### src/rtl/accel_run_sequencer.sv
// accel_run_sequencer: bring-up run controller for an HLS "main" accelerator.
// Preloads words through the accelerator's slave RAM port, pulses start,
// times the run (with a watchdog), then streams a result block back out.
//
// Handshakes: a transfer happens on a rising clock edge where valid and ready
// are both high. A source holds valid and its data stable until that edge.
// cmd_ready and load_ready are combinational; everything else is registered.
module accel_run_sequencer #(
  parameter int ADDR_W     = 10,
  parameter int DATA_W     = 64,
  parameter int SIZE_W     = 7,
  parameter int XFER_BITS  = 32,
  parameter int WORD_BYTES = 4,
  parameter int CNT_W      = 32,
  parameter int TIMEOUT    = 200000000
) (
  input  logic                  clock,
  input  logic                  reset,
  input  logic                  cmd_valid,
  output logic                  cmd_ready,
  input  logic [ADDR_W-1:0]     cmd_base,
  input  logic [15:0]           cmd_load_len,
  input  logic [15:0]           cmd_read_len,
  input  logic                  load_valid,
  output logic                  load_ready,
  input  logic [31:0]           load_data,
  output logic                  res_valid,
  input  logic                  res_ready,
  output logic [31:0]           res_data,
  output logic                  start_port,
  input  logic                  done_port,
  output logic [1:0]            S_oe_ram,
  output logic [1:0]            S_we_ram,
  output logic [2*ADDR_W-1:0]   S_addr_ram,
  output logic [2*DATA_W-1:0]   S_Wdata_ram,
  output logic [2*SIZE_W-1:0]   S_data_ram_size,
  input  logic [2*DATA_W-1:0]   Sout_Rdata_ram,
  input  logic [1:0]            Sout_DataRdy,
  output logic                  run_done,
  output logic [1:0]            status,
  output logic [CNT_W-1:0]      cycles,
  output logic [2:0]            dbg_state
);

  typedef enum logic [2:0] {
    IDLE  = 3'd0,
    LOAD  = 3'd1,
    START = 3'd2,
    RUN   = 3'd3,
    READ  = 3'd4,
    OUT   = 3'd5,
    FIN   = 3'd6
  } state_t;

  localparam logic [SIZE_W-1:0] XFER = SIZE_W'(XFER_BITS);
  localparam logic [ADDR_W-1:0] STEP = ADDR_W'(WORD_BYTES);
  localparam logic [CNT_W-1:0]  TMO  = CNT_W'(TIMEOUT);

  state_t              state;
  logic [ADDR_W-1:0]   base_q;
  logic [ADDR_W-1:0]   addr;
  logic [15:0]         load_rem;
  logic [15:0]         read_rem;
  logic                pending;   // a slave access is on the bus awaiting DataRdy
  logic                oe0;
  logic                we0;
  logic [31:0]         wdata;
  logic [SIZE_W-1:0]   size_q;
  logic [CNT_W-1:0]    counter;
  logic [CNT_W-1:0]    cnt_inc;
  logic                rdy0;

  assign rdy0    = Sout_DataRdy[0];
  assign cnt_inc = counter + CNT_W'(1);

  // Only channel 0 of the dual-channel slave port is used.
  assign S_oe_ram        = {1'b0, oe0};
  assign S_we_ram        = {1'b0, we0};
  assign S_addr_ram      = {{ADDR_W{1'b0}}, addr};
  assign S_Wdata_ram     = {{(2*DATA_W-32){1'b0}}, wdata};
  assign S_data_ram_size = {{SIZE_W{1'b0}}, size_q};

  assign cmd_ready  = (state == IDLE);
  assign load_ready = (state == LOAD) && pending && rdy0;
  assign dbg_state  = state;

  logic unused_inputs;
  assign unused_inputs = ^{Sout_Rdata_ram[2*DATA_W-1:32], Sout_DataRdy[1]};

  // Run sequencer: command latch, preload writes, start/run timing, readback.
  always_ff @(posedge clock) begin
    if (reset) begin
      state      <= IDLE;
      base_q     <= '0;
      addr       <= '0;
      load_rem   <= '0;
      read_rem   <= '0;
      pending    <= 1'b0;
      oe0        <= 1'b0;
      we0        <= 1'b0;
      wdata      <= '0;
      size_q     <= '0;
      counter    <= '0;
      cycles     <= '0;
      status     <= 2'b00;
      start_port <= 1'b0;
      run_done   <= 1'b0;
      res_valid  <= 1'b0;
      res_data   <= '0;
    end else begin
      start_port <= 1'b0;
      run_done   <= 1'b0;
      case (state)
        IDLE: begin
          if (cmd_valid) begin
            base_q   <= cmd_base;
            addr     <= cmd_base;
            load_rem <= cmd_load_len;
            read_rem <= cmd_read_len;
            status   <= 2'b00;
            cycles   <= '0;
            if (cmd_load_len != 16'd0) begin
              state <= LOAD;
            end else begin
              state      <= START;
              start_port <= 1'b1;
            end
          end
        end
        LOAD: begin
          if (!pending) begin
            if (load_valid) begin
              we0     <= 1'b1;
              wdata   <= load_data;
              size_q  <= XFER;
              pending <= 1'b1;
            end
          end else if (rdy0) begin
            we0      <= 1'b0;
            size_q   <= '0;
            pending  <= 1'b0;
            addr     <= addr + STEP;
            load_rem <= load_rem - 16'd1;
            if (load_rem == 16'd1) begin
              state      <= START;
              start_port <= 1'b1;
            end
          end
        end
        START: begin
          counter <= '0;
          state   <= RUN;
        end
        RUN: begin
          counter <= cnt_inc;
          if (done_port) begin
            cycles <= cnt_inc;
            status <= 2'b01;
            addr   <= base_q;
            if (read_rem != 16'd0) begin
              state   <= READ;
              oe0     <= 1'b1;
              size_q  <= XFER;
              pending <= 1'b1;
            end else begin
              state    <= FIN;
              run_done <= 1'b1;
            end
          end else if (cnt_inc == TMO) begin
            cycles   <= TMO;
            status   <= 2'b10;
            state    <= FIN;
            run_done <= 1'b1;
          end
        end
        READ: begin
          if (pending && rdy0) begin
            res_data  <= Sout_Rdata_ram[31:0];
            res_valid <= 1'b1;
            oe0       <= 1'b0;
            size_q    <= '0;
            pending   <= 1'b0;
            state     <= OUT;
          end
        end
        OUT: begin
          if (res_ready) begin
            res_valid <= 1'b0;
            addr      <= addr + STEP;
            read_rem  <= read_rem - 16'd1;
            if (read_rem == 16'd1) begin
              state    <= FIN;
              run_done <= 1'b1;
            end else begin
              state   <= READ;
              oe0     <= 1'b1;
              size_q  <= XFER;
              pending <= 1'b1;
            end
          end
        end
        FIN: begin
          state <= IDLE;
        end
        default: begin
          state <= IDLE;
        end
      endcase
    end
  end

endmodule

### config.mk
export PLATFORM = sky130hd
export DESIGN_NAME = accel_run_sequencer
export DESIGN_NICKNAME = d
export VERILOG_FILES = /design/src/rtl/accel_run_sequencer.sv
export SDC_FILE = /design/constraint.sdc
export NUM_CORES = 1
export LEC_CHECK = 0
export ABC_CLOCK_PERIOD_IN_PS = 4290
export CAP_MARGIN = 20
export CORE_AREA = 2 2 177 179
export CTS_CLUSTER_DIAMETER = 200
export DETAILED_ROUTE_END_ITERATION = 8
export DIE_AREA = 0 0 179 181
export PLACE_DENSITY_LB_ADDON = 0.05
export SYNTH_ARGS = -nofsm -noshare
export SYNTH_HDL_FRONTEND = slang
export SYNTH_SLANG_ARGS = --single-unit
export TNS_END_PERCENT = 5
### constraint.sdc
create_clock -name clock -period 4.29 [get_ports clock]
set_clock_uncertainty 0.05 [all_clocks]
set_input_delay 0.858 -clock clock [delete_from_list [all_inputs] [get_ports clock]]
set_output_delay 0.858 -clock clock [all_outputs]
set_load 0.02 [all_outputs]
==> summary.txt, run 1 <==
Cells and area
  – Nets: 1767
  – Layout area overhead: 27.3%
  – Layout cells sized above 1: 5.05%
  – Fill count: 3162
  – Antenna fix cells: 0
  – Fin util: 43.0%

Critical path
  – Path depth of the worst reg2reg path: 9
  – Critical R2R Capture: cycles[16]$_SDFFE_PP0P_
  – CP Class: reg2reg
  – Max incr delay on CP: 640 ps
  – CP max FO: 11
  – CP Capture Type: flip-flop
  – Req. time, crit path: 4620 ps
  – R2r setup slk: 640 ps
  – Worst-path cell chain: ha_1, and3_1, nand4_1, nor2_1, o2111ai_1, a22o_1, nor4_4, o31a_1, o211a_1
  – Reg-to-reg startpoint: counter[0]$_SDFFE_PP0P_
  – Critical path's top delay family: simple AND/OR/NAND/NOR gates
  – Critical Path Source Type: flip-flop
  – Slowest CP cell: nor2_1
  – CP arrival: 3970 ps
  – CP bufs+invs: 0

Pwr
  – P_int: 3.62 mW
  – Gate power share: 36.1%
  – Clock power frac: 27.6%
  – Total net switching power: 2.45 mW
  – Sequential share of power: 36.3%
  – Leak pwr: 4.72 nW
  – Switch share: 40.4%
  – Power density cells: 466 mW/mm2
  – Peak VDD IR: 0.000255 V

Synth
  – Synth warnings: 0
  – Syn Area/Cell: 7.46 um2
  – Largest cells by area after synthesis: dfxtp_1 38%, buf_4 9.1%, nand2_1 8.9%
  – Register area share after synthesis: 37.5%
  – Largest area contributor in the netlist: dfxtp_1
  – FFs w/ async S/R, synth: 0%
  – Mapped cell area: 0.0102 mm2
  – Post-Synthesis Cells: 1374
  – Synth unique cells: 69
  – Main synth FF type: dfxtp_1
  – Synth top area share: 37.5%
  – Post-synth EDFFs: 0
  – #FFs+latches synth: 192

Floorplanning
  – Die area: 0.0324 mm2
  – Die H: 181 um
  – Row count: 64
  – Die X: 179 um
  – Core area: 0.0303 mm2
  – Initial Util: 33.8%
  – I/O Pins: 450

Clock network
  – CTS Buf Count: 17
  – H-tree depth: 4
  – Sink Count: 192
  – Clock transition at path regs: 80 ps
  – TritonCTS clock tree: built
  – Post-CTS sizing: 0
  – Worst skew pair latency: 440 ps
  – Root buf cell: clkbuf_16
  – Post-cts hold buffer count: 0
  – Post-CTS Setup Bufs: 0
  – Longest Clk Path Bufs: 2

STA
  – Final Hold Viols: 0
  – F_max: 0.274 GHz
  – Max-Slew Margin vs Limit: 29.2%
  – Final setup TNS: 0 ps
  – RSZ-0062 raised after global routing: no
  – Fin crit share: 85.0%
  – Max Slew Vio Count: 0
  – Smallest hold slack: 405 ps
  – Tightest Pin Transition: 1060 ps
  – Minimum clock period after layout: 3650 ps
  – Final setup fails: 0

Route
  – Number of detailed-route iterations in the first pass: 5
  – Via density: 4.94
  – Met1 Wirelength: 14300 um
  – Final Routed Wirelength: 32300 um
  – # DRC: 0
  – Met2 routed WL: 15100 um
  – Routed length per instance: 16.5 um
  – Met3 wire length: 2810 um
  – Initial DRC Count: 578
  – Antenna-violating nets left: 0
  – Top sig layer: met5
  – DR vias: 9691

GRT
  – Antenna violations before repair: 1
  – First-pass GRT wire length: 50700 um
  – GRT overflow: 0
  – Overall Global Routing Usage: 19.7%
  – Largest net degree at the start of global routing: 92
  – Number of global-route vias before repair: 9146

Flow run
  – Max Cap Viol: 0

Place
  – I/O Buffers: 231
  – GP Congestion: 0.820
  – Hpwl dp: 22500 um

Min path
  – Worst Hold Depth: 2
  – Min-delay src: res_data[26]$_SDFFE_PP0P_
  – Hold worst-path end: res_data[26]$_SDFFE_PP0P_
  – Hold Path Class: reg2reg

Run status
  – Status: finished, final reports clean
==> power by group through the flow <==
stage | clock, mW | combinational (mW) | sequential, mW
2_1_floorplan | 0 | 1.36 | 2.32
3_3_place_gp | 0 | 2.18 | 2.24
3_5_place_dp | 0 | 2.19 | 2.24
4_1_cts | 1.74 | 2.20 | 2.20
5_1_grt | 1.81 | 2.42 | 2.24
6_report | 1.67 | 2.19 | 2.20
==> worst max path at each step <==
stage / end / slack (ps) / start / cells past startpoint
detailed placement: cycles[16]$_SDFFE_PP0P_ / 670 / counter[0]$_SDFFE_PP0P_ / 9
finish: cycles[16]$_SDFFE_PP0P_ / 640 / counter[0]$_SDFFE_PP0P_ / 9
floorplan: cycles[0]$_SDFFE_PP0P_ / 1200 / counter[0]$_SDFFE_PP0P_ / 11
CTS: load_ready / 610 / dbg_state[0]$_SDFFE_PP0P_ / 6
global route: cycles[16]$_SDFFE_PP0P_ / 300 / counter[0]$_SDFFE_PP0P_ / 9
global placement: cycles[16]$_SDFFE_PP0P_ / 710 / counter[0]$_SDFFE_PP0P_ / 9
==> sequential cells by signal, indices dropped and copies added (netlist names) <==
register,cells
counter,32
size_q,1
oe0,1
base_q,10
pending,1
run_done,1
res_valid,1
status,2
res_data,32
start_port,1
addr,10
we0,1
wdata,32
cycles,32
load_rem,16
read_rem,16
dbg_state,3
==> stage by stage <==
step | area, um2 | instances | setup slack [ps] | power [mW]
2_1_floorplan | 10700 | 1494 | 1200 | 3.69
3_3_place_gp | 12400 | 1928 | 714 | 4.42
3_5_place_dp | 12400 | 1928 | 667 | 4.43
4_1_cts | 13000 | 1960 | 610 | 6.14
5_1_grt | 13000 | 1960 | 299 | 6.47
6_report | 13000 | 1960 | 644 | 6.07
==> cells in the final DEF, fill, tap and decap left out, types with 11 or more instances in the layout <==
cell | synthesis | final
dfxtp_1 | 192 | 192
nor2_1 | 135 | 134
a22oi_1 | 17 | 17
a31o_1 | 20 | 20
xnor2_1 | 17 | 17
nand2_1 | 244 | 244
nand3_1 | 32 | 32
o21a_1 | 11 | 11
o21ai_0 | 54 | 54
nor4_1 | 13 | 13
a31oi_1 | 11 | 11
xor2_1 | 11 | 11
conb_1 | 1 | 121
a21oi_1 | 171 | 171
buf_4 | 124 | 32
clkbuf_16 | 0 | 17
nand4_1 | 13 | 13
a211oi_1 | 15 | 15
nor3_1 | 36 | 35
inv_1 | 17 | 17
clkdlybuf4s50_1 | 0 | 230
==> logic make-up after synthesis <==
family	after synthesis	synth area share (%)
and+or+nand+nor	544	24.0
AOI/OAI and AO/OA	356	21.2
buffers and inverters	241	13.5
DFF	192	37.5
xor gates and xnor gates	28	2.39
adders and majority gates	6	0.733
muxes	6	0.611
other	1	0.0366
==> worst reg2reg max path, stage by stage, from the launching register on <==
cell       delay [ps]
dfxtp_1           530
ha_1              310
and3_1            210
nand4_1           290
nor2_1            640
o2111ai_1         230
a22o_1            280
nor4_4            400
o31a_1            470
o211a_1           200
==> cells in the mapped netlist, drive strengths merged (2+ instances only) <==
| cell type | count |
|---|---|
| nand2 | 244 |
| o21a | 11 |
| ha | 6 |
| nand2b | 8 |
| nand4b | 3 |
| a31oi | 11 |
| xor2 | 11 |
| nor4 | 15 |
| nor3b | 3 |
| o41ai | 2 |
| a21boi | 2 |
| and4 | 7 |
| mux2i | 4 |
| o31ai | 4 |
| nor2 | 135 |
| nor2b | 5 |
| or2 | 4 |
| or3 | 9 |
| nand3 | 32 |
| a211oi | 15 |
| inv | 17 |
| nor3 | 38 |
| o211a | 3 |
| a21oi | 171 |
| dfxtp | 192 |
| buf | 138 |
| a22oi | 17 |
| o31a | 4 |
| clkbuf | 86 |
| o2111ai | 3 |
| and3 | 9 |
| o21ai | 54 |
| mux2 | 2 |
| o211ai | 9 |
| a2bb2oi | 3 |
| a31o | 20 |
| and2 | 9 |
| or4 | 5 |
| xnor2 | 17 |
| nand4 | 14 |
| o22ai | 5 |
| a22o | 8 |
| a222oi | 3 |
==> routing by layer <==
| metal | vias to the layer above | track usage, % |
|---|---|---|
| met1 | 4514 | 25.0 |
| met5 | - | 0 |
| met3 | 8 | 7.05 |
| li1 | 4860 | - |
| met2 | 307 | 32.3 |
| met4 | 2 | 3.35 |
==> area by class of cell <==
| class | count | area [um2] | area share [%] |
|---|---|---|---|
| clock buffers | 17 | 425 | 3.26 |
| multi-input cells | 1061 | 5480 | 42.0 |
| well taps | 396 | 495 | 3.80 |
| flip-flops and latches | 192 | 3840 | 29.5 |
| repair buffers | 262 | 2540 | 19.5 |
| inverters | 17 | 63.8 | 0.490 |
| clock inverters | 15 | 185 | 1.42 |
No activity file was read; power rests on OpenSTA's default activity.
==> run 2: changes to the inputs <==
ABC_CLOCK_PERIOD_IN_PS = 3600   (was 4290)
clock period = 3.6 ns   (was 4.29 ns; I/O delays follow)
==> summary.txt, run 2 (same netlist as run 1, synthesis figures left out) <==
Critical path
  – Req. time, crit path: 3880 ps (-740 ps)
  – Critical R2R Capture: cycles[3]$_SDFFE_PP0P_
  – Path depth of the worst reg2reg path: 10 (+1)
  – Worst-path cell chain: ha_1, nand3_1, nor3_1, xnor2_1, o211ai_1, or4b_1, nor4_4, o31ai_2, buf_12, a31o_1
  – R2r setup slk: 290 ps (-350 ps)
  – Critical Path Stages: 10 (+1)
  – Critical Path Source Type: flip-flop
  – CP bufs+invs: 1 (+1)
  – CP arrival: 3590 ps (-380 ps)
  – CP Capture Type: flip-flop
  – Slowest CP cell: or4b_1
  – CP max FO: 20 (+9)
  – Critical path's top delay family: simple AND/OR/NAND/NOR gates
  – CP Class: reg2reg
  – Max incr delay on CP: 580 ps (-60 ps)
  – Reg-to-reg startpoint: counter[1]$_SDFFE_PP0P_

Floorplanning
  – Initial Util: 33.8% (unchanged)
  – Core area: 0.0303 mm2 (unchanged)
  – Row count: 64 (unchanged)
  – Die H: 181 um (unchanged)
  – Die X: 179 um (unchanged)
  – Die area: 0.0324 mm2 (unchanged)
  – I/O Pins: 450 (unchanged)

Min path
  – Min-delay src: res_data[3]$_SDFFE_PP0P_
  – Hold worst-path end: res_data[3]$_SDFFE_PP0P_
  – Worst Hold Depth: 2 (unchanged)
  – Hold Path Class: reg2reg

Clock network
  – Sink Count: 192 (unchanged)
  – CTS Buf Count: 17 (unchanged)
  – H-tree depth: 4 (unchanged)
  – Post-CTS sizing: 0 (unchanged)
  – Longest Clk Path Bufs: 2 (unchanged)
  – Post-CTS Setup Bufs: 0 (unchanged)
  – Root buf cell: clkbuf_16
  – Post-cts hold buffer count: 0 (unchanged)
  – Clock transition at path regs: 80 ps (about the same)
  – TritonCTS clock tree: built
  – Worst skew pair latency: 440 ps (about the same)

Route
  – # DRC: 0 (unchanged)
  – DR vias: 9836 (+1.5%)
  – Routed length per instance: 16.4 um (-0.49%)
  – Final Routed Wirelength: 32500 um (+0.43%)
  – Via density: 4.97 (+0.57%)
  – Antenna-violating nets left: 0 (unchanged)
  – Number of detailed-route iterations in the first pass: 5 (unchanged)
  – Initial DRC Count: 741 (+28%)

GRT
  – GRT overflow: 0 (unchanged)
  – Antenna violations before repair: 1 (unchanged)
  – Number of global-route vias before repair: 9296 (+1.6%)
  – First-pass GRT wire length: 51100 um (+0.89%)
  – Largest net degree at the start of global routing: 164 (+78%)
  – Overall Global Routing Usage: 19.9% (+0.25 points)

STA
  – Final setup TNS: 0 ps (unchanged)
  – Final Hold Viols: 0 (unchanged)
  – Smallest hold slack: 406 ps (+1.17 ps)
  – Tightest Pin Transition: 929 ps (-133 ps)
  – Fin crit share: 91.9% (+6.9 points)
  – Max Slew Vio Count: 0 (unchanged)
  – Max-Slew Margin vs Limit: 38.1% (+8.9 points)
  – RSZ-0062 raised after global routing: no
  – Final worst slack: 293 ps (-351 ps)
  – F_max: 0.302 GHz (+10%)
  – Final setup fails: 0 (unchanged)
  – Minimum clock period after layout: 3310 ps (-339 ps)

Flow run
  – Max Cap Viol: 0 (unchanged)

Place
  – Placed cells: 1946 (+0.93%)
  – GP Congestion: 0.844 (+3.0%)
  – Worst slack, placed: 304 ps (-364 ps)
  – I/O Buffers: 231 (unchanged)
  – Hpwl dp: 22800 um (+0.94%)

Pwr
  – Leak pwr: 4.84 nW (+2.6%)
  – Power density cells: 548 mW/mm2 (+18%)
  – Peak VDD IR: 0.000307 V (+20%)

Cells and area
  – Layout cells sized above 1: 6.13% (+1.1 points)
  – Layout area overhead: 29.1%
  – Fill count: 3149 (-0.41%)
  – Fin util: 43.6% (+0.63 points)
  – Non-filler instance count after layout: 1978 (+0.92%)
  – Nets: 1785 (+1.0%)
  – Most common cell after layout, fill and taps aside: nand2_1
  – Commonest non-fill, non-tap cells in the layout: 244 x nand2_1, 230 x clkdlybuf4s50_1, 192 x dfxtp_1, 171 x a21oi_1, 134 x nor2_1
  – Antenna fix cells: 0 (unchanged)

Run status
  – Status: finished, final reports clean
## run 2: cell count changes in the layout (fill, tap and decap cells not counted), sizes merged
cell / delta
buf: +18
clkbuf: +1
clkinv: -2
inv: +1
## run 2: metal layers
layer	up-vias	GRT usage [%]	wire, um
li1	4903	-	-
met1	4586	25.8	14400
met2	320	32.3	15200
met3	25	6.14	2530
met4	2	4.72	392
met5	-	0	12
## run 2: how the worst max path moves through the flow
stage                     slack, ps                      end                     from
final                           290   cycles[3]$_SDFFE_PP0P_  counter[1]$_SDFFE_PP0P_
after global routing              8      run_done$_SDFF_PP0_  counter[1]$_SDFFE_PP0P_
after CTS                       280   cycles[3]$_SDFFE_PP0P_  counter[1]$_SDFFE_PP0P_
after detailed placement        300  cycles[11]$_SDFFE_PP0P_  counter[1]$_SDFFE_PP0P_
after global placement          300   cycles[7]$_SDFFE_PP0P_  counter[8]$_SDFFE_PP0P_
after floorplan                 510   cycles[0]$_SDFFE_PP0P_  counter[0]$_SDFFE_PP0P_
## run 2: metrics by stage
step | power, mW | area, um2
6_report | 7.25 | 13200
5_1_grt | 7.73 | 13200
4_1_cts | 7.34 | 13200
3_5_place_dp | 5.31 | 12600
3_3_place_gp | 5.29 | 12600
2_1_floorplan | 4.39 | 10700
## run 2: cell type report
cell class              instances  area (um2)  area share (%)
multi-input cells            1061        5490            41.5
flip-flops and latches        192        3840            29.1
repair buffers                280        2720            20.5
well taps                     396         495            3.75
clock buffers                  18         439            3.32
clock inverters                14         180            1.36
inverters                      17        63.8           0.482
## run 2: worst reg2reg max path, stage by stage, from the launching register on
cell and delay (ps):
dfxtp_1 490, ha_1 310, nand3_1 240, nor3_1 260, xnor2_1 260, o211ai_1 200
or4b_1 580, nor4_4 300, o31ai_2 120, buf_12 170, a31o_1 230
## run 2: report_power, final
group | switching (mW) | internal, mW | total, mW
combinational | 1.66 | 0.993 | 2.65
sequential | 0.220 | 2.39 | 2.61
clock | 1.02 | 0.978 | 1.99
